===== config.mk =====
export PLATFORM = sky130hd
export DESIGN_NAME = config_arbiter
export DESIGN_NICKNAME = d
export VERILOG_FILES = /design/src/rtl/config_arbiter.sv
export SDC_FILE = /design/constraint.sdc
export NUM_CORES = 1
export LEC_CHECK = 0
export ABC_AREA = 0
export CAP_MARGIN = 5
export CORE_MARGIN = 2
export CORE_UTILIZATION = 40
export DETAILED_ROUTE_END_ITERATION = 10
export PLACE_DENSITY = 0.83
export SYNTH_ARGS = -nofsm -noshare
export SYNTH_HDL_FRONTEND = slang
export SYNTH_SLANG_ARGS = --single-unit

===== constraint.sdc =====
create_clock -name clk -period 6.4 [get_ports clk]
set_clock_uncertainty 0.05 [all_clocks]
set_input_delay 1.92 -clock clk [delete_from_list [all_inputs] [get_ports clk]]
set_output_delay 1.92 -clock clk [all_outputs]
set_load 0.05 [all_outputs]

===== src/rtl/config_arbiter.sv =====
// config_arbiter: round-robin arbiter sharing one configuration write port between three
// requesters. Each accepted request becomes a single-cycle config_en pulse.
// Optional settle hold-off after writes to the CRC-enable register, built only when the
// macro CFG_ARB_HOLDOFF_EN is defined.
module config_arbiter #(
   parameter logic [1:0]  CRC_EN_REG_ADDR = 2'h3,
   parameter int unsigned HOLDOFF_CYCLES  = 4
) (
   input  logic       clk,
   input  logic       rst_n,
   input  logic [2:0] req_valid,
   input  logic [5:0] req_addr,
   input  logic [5:0] req_data,
   output logic [2:0] req_ready,
   output logic [1:0] config_addr,
   output logic [1:0] config_data,
   output logic       config_en,
   output logic       busy,
   output logic [1:0] last_gnt
);

`ifdef CFG_ARB_HOLDOFF_EN
   typedef enum logic [1:0] {StIdle, StWrite, StHold} state_e;

   localparam logic [7:0] HoldLoad = 8'(HOLDOFF_CYCLES);

   logic [7:0] hold_cnt_q;
`else
   typedef enum logic [0:0] {StIdle, StWrite} state_e;

   // Parameters are inert without the hold-off; fold them into a deliberately unused net.
   logic unused_cfg;
   assign unused_cfg = ^{CRC_EN_REG_ADDR, HOLDOFF_CYCLES};
`endif

   state_e     state_q;
   logic [1:0] cand1;
   logic [1:0] cand2;
   logic       any_valid;
   logic [1:0] winner;
   logic [1:0] win_addr;
   logic [1:0] win_data;

   // Round-robin search starting just after the last accepted requester
   always_comb begin
      cand1     = (last_gnt == 2'd2) ? 2'd0 : last_gnt + 2'd1;
      cand2     = (cand1 == 2'd2) ? 2'd0 : cand1 + 2'd1;
      any_valid = |req_valid;
      winner    = last_gnt;
      if (req_valid[cand1]) begin
         winner = cand1;
      end else if (req_valid[cand2]) begin
         winner = cand2;
      end
   end

   // Grant is combinational from valid, state and pointer only
   always_comb begin
      req_ready = 3'b000;
      if (rst_n && (state_q == StIdle) && any_valid) begin
         req_ready[winner] = 1'b1;
      end
   end

   // Select the winning requester's address/data for capture
   always_comb begin
      case (winner)
         2'd1:    begin win_addr = req_addr[3:2]; win_data = req_data[3:2]; end
         2'd2:    begin win_addr = req_addr[5:4]; win_data = req_data[5:4]; end
         default: begin win_addr = req_addr[1:0]; win_data = req_data[1:0]; end
      endcase
   end

   // Sequencer FSM with registered write port, busy flag and grant pointer
   always_ff @(posedge clk or negedge rst_n) begin
      if (!rst_n) begin
         state_q     <= StIdle;
         config_addr <= 2'd0;
         config_data <= 2'd0;
         config_en   <= 1'b0;
         busy        <= 1'b0;
         last_gnt    <= 2'd2;
`ifdef CFG_ARB_HOLDOFF_EN
         hold_cnt_q  <= 8'd0;
`endif
      end else begin
         case (state_q)
            StIdle: begin
               if (any_valid) begin
                  config_addr <= win_addr;
                  config_data <= win_data;
                  config_en   <= 1'b1;
                  last_gnt    <= winner;
                  busy        <= 1'b1;
                  state_q     <= StWrite;
               end
            end
            StWrite: begin
               config_en <= 1'b0;
`ifdef CFG_ARB_HOLDOFF_EN
               if ((HOLDOFF_CYCLES != 0) && (config_addr == CRC_EN_REG_ADDR)) begin
                  hold_cnt_q <= HoldLoad;
                  state_q    <= StHold;
               end else begin
                  busy    <= 1'b0;
                  state_q <= StIdle;
               end
`else
               busy    <= 1'b0;
               state_q <= StIdle;
`endif
            end
`ifdef CFG_ARB_HOLDOFF_EN
            StHold: begin
               // Leave when the counter reads 1: exactly HoldLoad cycles spent here
               if (hold_cnt_q != 8'd0) begin
                  hold_cnt_q <= hold_cnt_q - 8'd1;
               end
               if (hold_cnt_q <= 8'd1) begin
                  busy    <= 1'b0;
                  state_q <= StIdle;
               end
            end
`endif
            default: begin
               config_en <= 1'b0;
               busy      <= 1'b0;
               state_q   <= StIdle;
            end
         endcase
      end
   end

endmodule


==> flow_summary.ini <==
[grt]
grt-ovfl-total = 0
grt_pass1_wl_mm = 1.78
grt_max_degree = 11
antenna_found_initial = 0
grt_pass1_vias = 428
grt_use_total_pct = 17.3

[route]
dr.pass1.iters = 4
ant_nets = 0
drt-total-wl_mm = 1.26
vias_per_cell = 5.24
drtIter0Drc = 9
vias = 503
post_drt_wl_per_cell_um = 13.1
drcViolationCount = 0

[yosys]
synth_most_common_cell = dfrtp_1
synth.area.top_cells = dfrtp_1, mux2_4, ha_1, a22oi_1, dfstp_2
synth_top_cell_area_share_pct = 33.3
yosysWarnings = 0
yosysSeqAreaShare_pct = 38.3
syn_nets = 72
async_flop_share_pct = 100
synth_edf_count = 0
synth_area_um2 = 526
synth_top_cell_by_area = dfrtp_1
synth-seq-cells = 8
yosysUniqueCellTypes = 25
synthTopCellsByCount = dfrtp_1, a21oi_1
synthCells = 52
syn_area_per_cell_um2 = 10.1
ys.flop_type = dfrtp_1

[timing]
finalHoldWorstSlack_ps = 459
drv_slew = 0
period_share_pct = 94.8
setup_slack_ps = 330
clock.fmax_ghz = 0.165
tightest_slew_ps = 508
setup_tns_ps = 0
hold_viol = 0
post-route-min-period_ps = 6070
rsz0062_at_grt = no
final-setup-viol-count = 0
slew_headroom_pct = 66.0

[floorplanning]
fp.coreArea_um2 = 1270
dieArea_um2 = 1620
die_w_um = 40.2
die_h_um = 40.2
io_pins = 28
start_util_pct = 41.4
rows = 13

[critical_path]
crit_buf_inv = 2
crit_fanout = 5
crit_family = buffers and inverters
r2r_start = last_gnt[1]$_DFFE_PN1P_
worst-path-stages = 7
worstReg2RegEnd = config_addr[0]$_DFFE_PN0P_
crit_type = input port to output port
worstPathArrival_ps = 4100
crit_start = req_valid[2]
setup.worst_path.start_class = input port
cpPeakStageDelay_ps = 790
r2r_slack_ps = 4290
timing.critical_path.mode_cell = clkdlybuf4s50_1
reg2regPathDepth = 7
endpoint = req_ready[2]
cp-end-kind = output port
crit_path_cell_trace = clkdlybuf4s50_1 > nor2b_1 > o21ai_0 > nand3_1 > ha_1 > and3_1 > clkdlybuf4s50_1
required_ps = 4430
slowest_stage = clkdlybuf4s50_1

[power]
pwr-share-seq_pct = 23.1
swShare_pct = 46.7
power_density_nw_per_um2 = 459
p_leak_nw = 0.370
combinationalPowerShare_pct = 65.6
intPower_mw = 0.201
ir_worst_vdd_uv = 227
p_switching_mw = 0.177
p_clk_share_pct = 11.3

[clock_network]
clkTransAtPathRegs_ps = 50
cts_tree = built
cts_num_sinks = 8
htreeDepth = 1
ctsLongestPathBuffers = 2
cts_resized = 0
clk_latency_ps = 260
numCtsBuffers = 3
cts_setup_buffers = 0
cts_root_buffer = clkbuf_4
holdBufCountCts = 0

[flow_run]
drv_cap = 0

[layout]
fillers = 105
multi_input_area_um2 = 298
antenna_cells = 0
area_delta_synth_final_pct = 56.7
finalCoreUtilization_pct = 64.9
fin_nets = 102
drive_above_1_share_pct = 16.0
register_area_um2 = 201

[place]
pre_cts_slack_ps = 372
gp_congestion = 0.855
hpwl_mm = 1.01
port_buffers = 27

[outcome]
status = complete, no violations

[worst_hold_path]
hp-class = flip-flop to flip-flop
## power by group through the flow
stage               combinational [mW]  sequential (mW)  clock (mW)
CTS                              0.249           0.0874      0.0445
detailed placement               0.248           0.0882           0
global placement                 0.245           0.0869           0
floorplan                        0.110            0.155           0
finish                           0.248           0.0872      0.0427
global route                     0.263           0.0900      0.0469
## registers in the layout, indices dropped and copies added (netlist names)
name / count
config_addr: 2
busy: 1
state_q: 1
config_data: 2
last_gnt: 2
## cell families (layout without fill, tap and decap cells)
logic type | Yosys count | after routing | share of synthesized area (%)
flops | 8 | 8 | 38.3
compound gates | 15 | 15 | 18.8
buf+inv | 4 | 33 | 5.00
simple gates | 18 | 18 | 19.3
mux | 4 | 4 | 11.4
fa+ha+maj | 3 | 3 | 7.14
## worst reg2reg max path, delay by kind of cell (launching register included)
family | cells | cell delay [ps]
flip-flops | 1 | 550
adder cells (fa/ha/maj) | 1 | 420
AO/OA/AOI/OAI | 2 | 340
AND/OR/NAND/NOR | 3 | 360
multiplexers | 1 | 270
## metal layers
metal | vias up | track usage, % | share of wire (%)
met5 | - | 0 | 0
met4 | 0 | 3.33 | 0
met3 | 0 | 10.6 | 7.4
met2 | 19 | 26.2 | 48
met1 | 238 | 21.0 | 44
li1 | 246 | - | -
## worst min path at each step
| stage | to | cells past startpoint | startpoint |
|---|---|---|---|
| 2_1_floorplan | busy$_DFFE_PN0P_ | 2 | state_q$_DFF_PN0_ |
| 3_3_place_gp | busy$_DFFE_PN0P_ | 1 | busy$_DFFE_PN0P_ |
| 3_5_place_dp | config_data[1]$_DFFE_PN0P_ | 1 | config_data[1]$_DFFE_PN0P_ |
| 4_1_cts | config_data[1]$_DFFE_PN0P_ | 1 | config_data[1]$_DFFE_PN0P_ |
| 5_1_grt | config_data[1]$_DFFE_PN0P_ | 1 | config_data[1]$_DFFE_PN0P_ |
| 6_report | config_data[1]$_DFFE_PN0P_ | 1 | config_data[1]$_DFFE_PN0P_ |
## metrics by stage
step                      power [mW]  cells  cell area [um2]
after floorplan                0.265     52              526
after global placement         0.331     92              797
after detailed placement       0.336     92              797
after CTS                      0.381     96              823
after global routing           0.400     96              823
final                          0.378     96              823
## cells in the final DEF (no fill, tap or decap)
master and instances:
clkdlybuf4s50_1 26, dfrtp_1 7, a21oi_1 5, and3_1 4
a22oi_1 4, nor2_1 4, mux2_4 4, nand2_1 3
ha_1 3, clkbuf_4 3, nor2b_1 2, buf_4 2
o21bai_1 1, and2_1 1, or2_2 1, o21ai_0 1
nand3_1 1, inv_1 1, or3_4 1, and2_4 1
a31oi_1 1, a21boi_0 1, a41o_1 1, o21a_1 1
clkbuf_1 1, dfstp_2 1
## area by class of cell
class	instances	share of cell area, %
Inverter	1	0.456
Clock buffer	4	3.19
Multi-Input combinational cell	40	36.2
Sequential cell	8	24.5
Timing Repair Buffer	28	33.4
Tap cell	15	2.28
No activity file was read; power rests on OpenSTA's default activity.
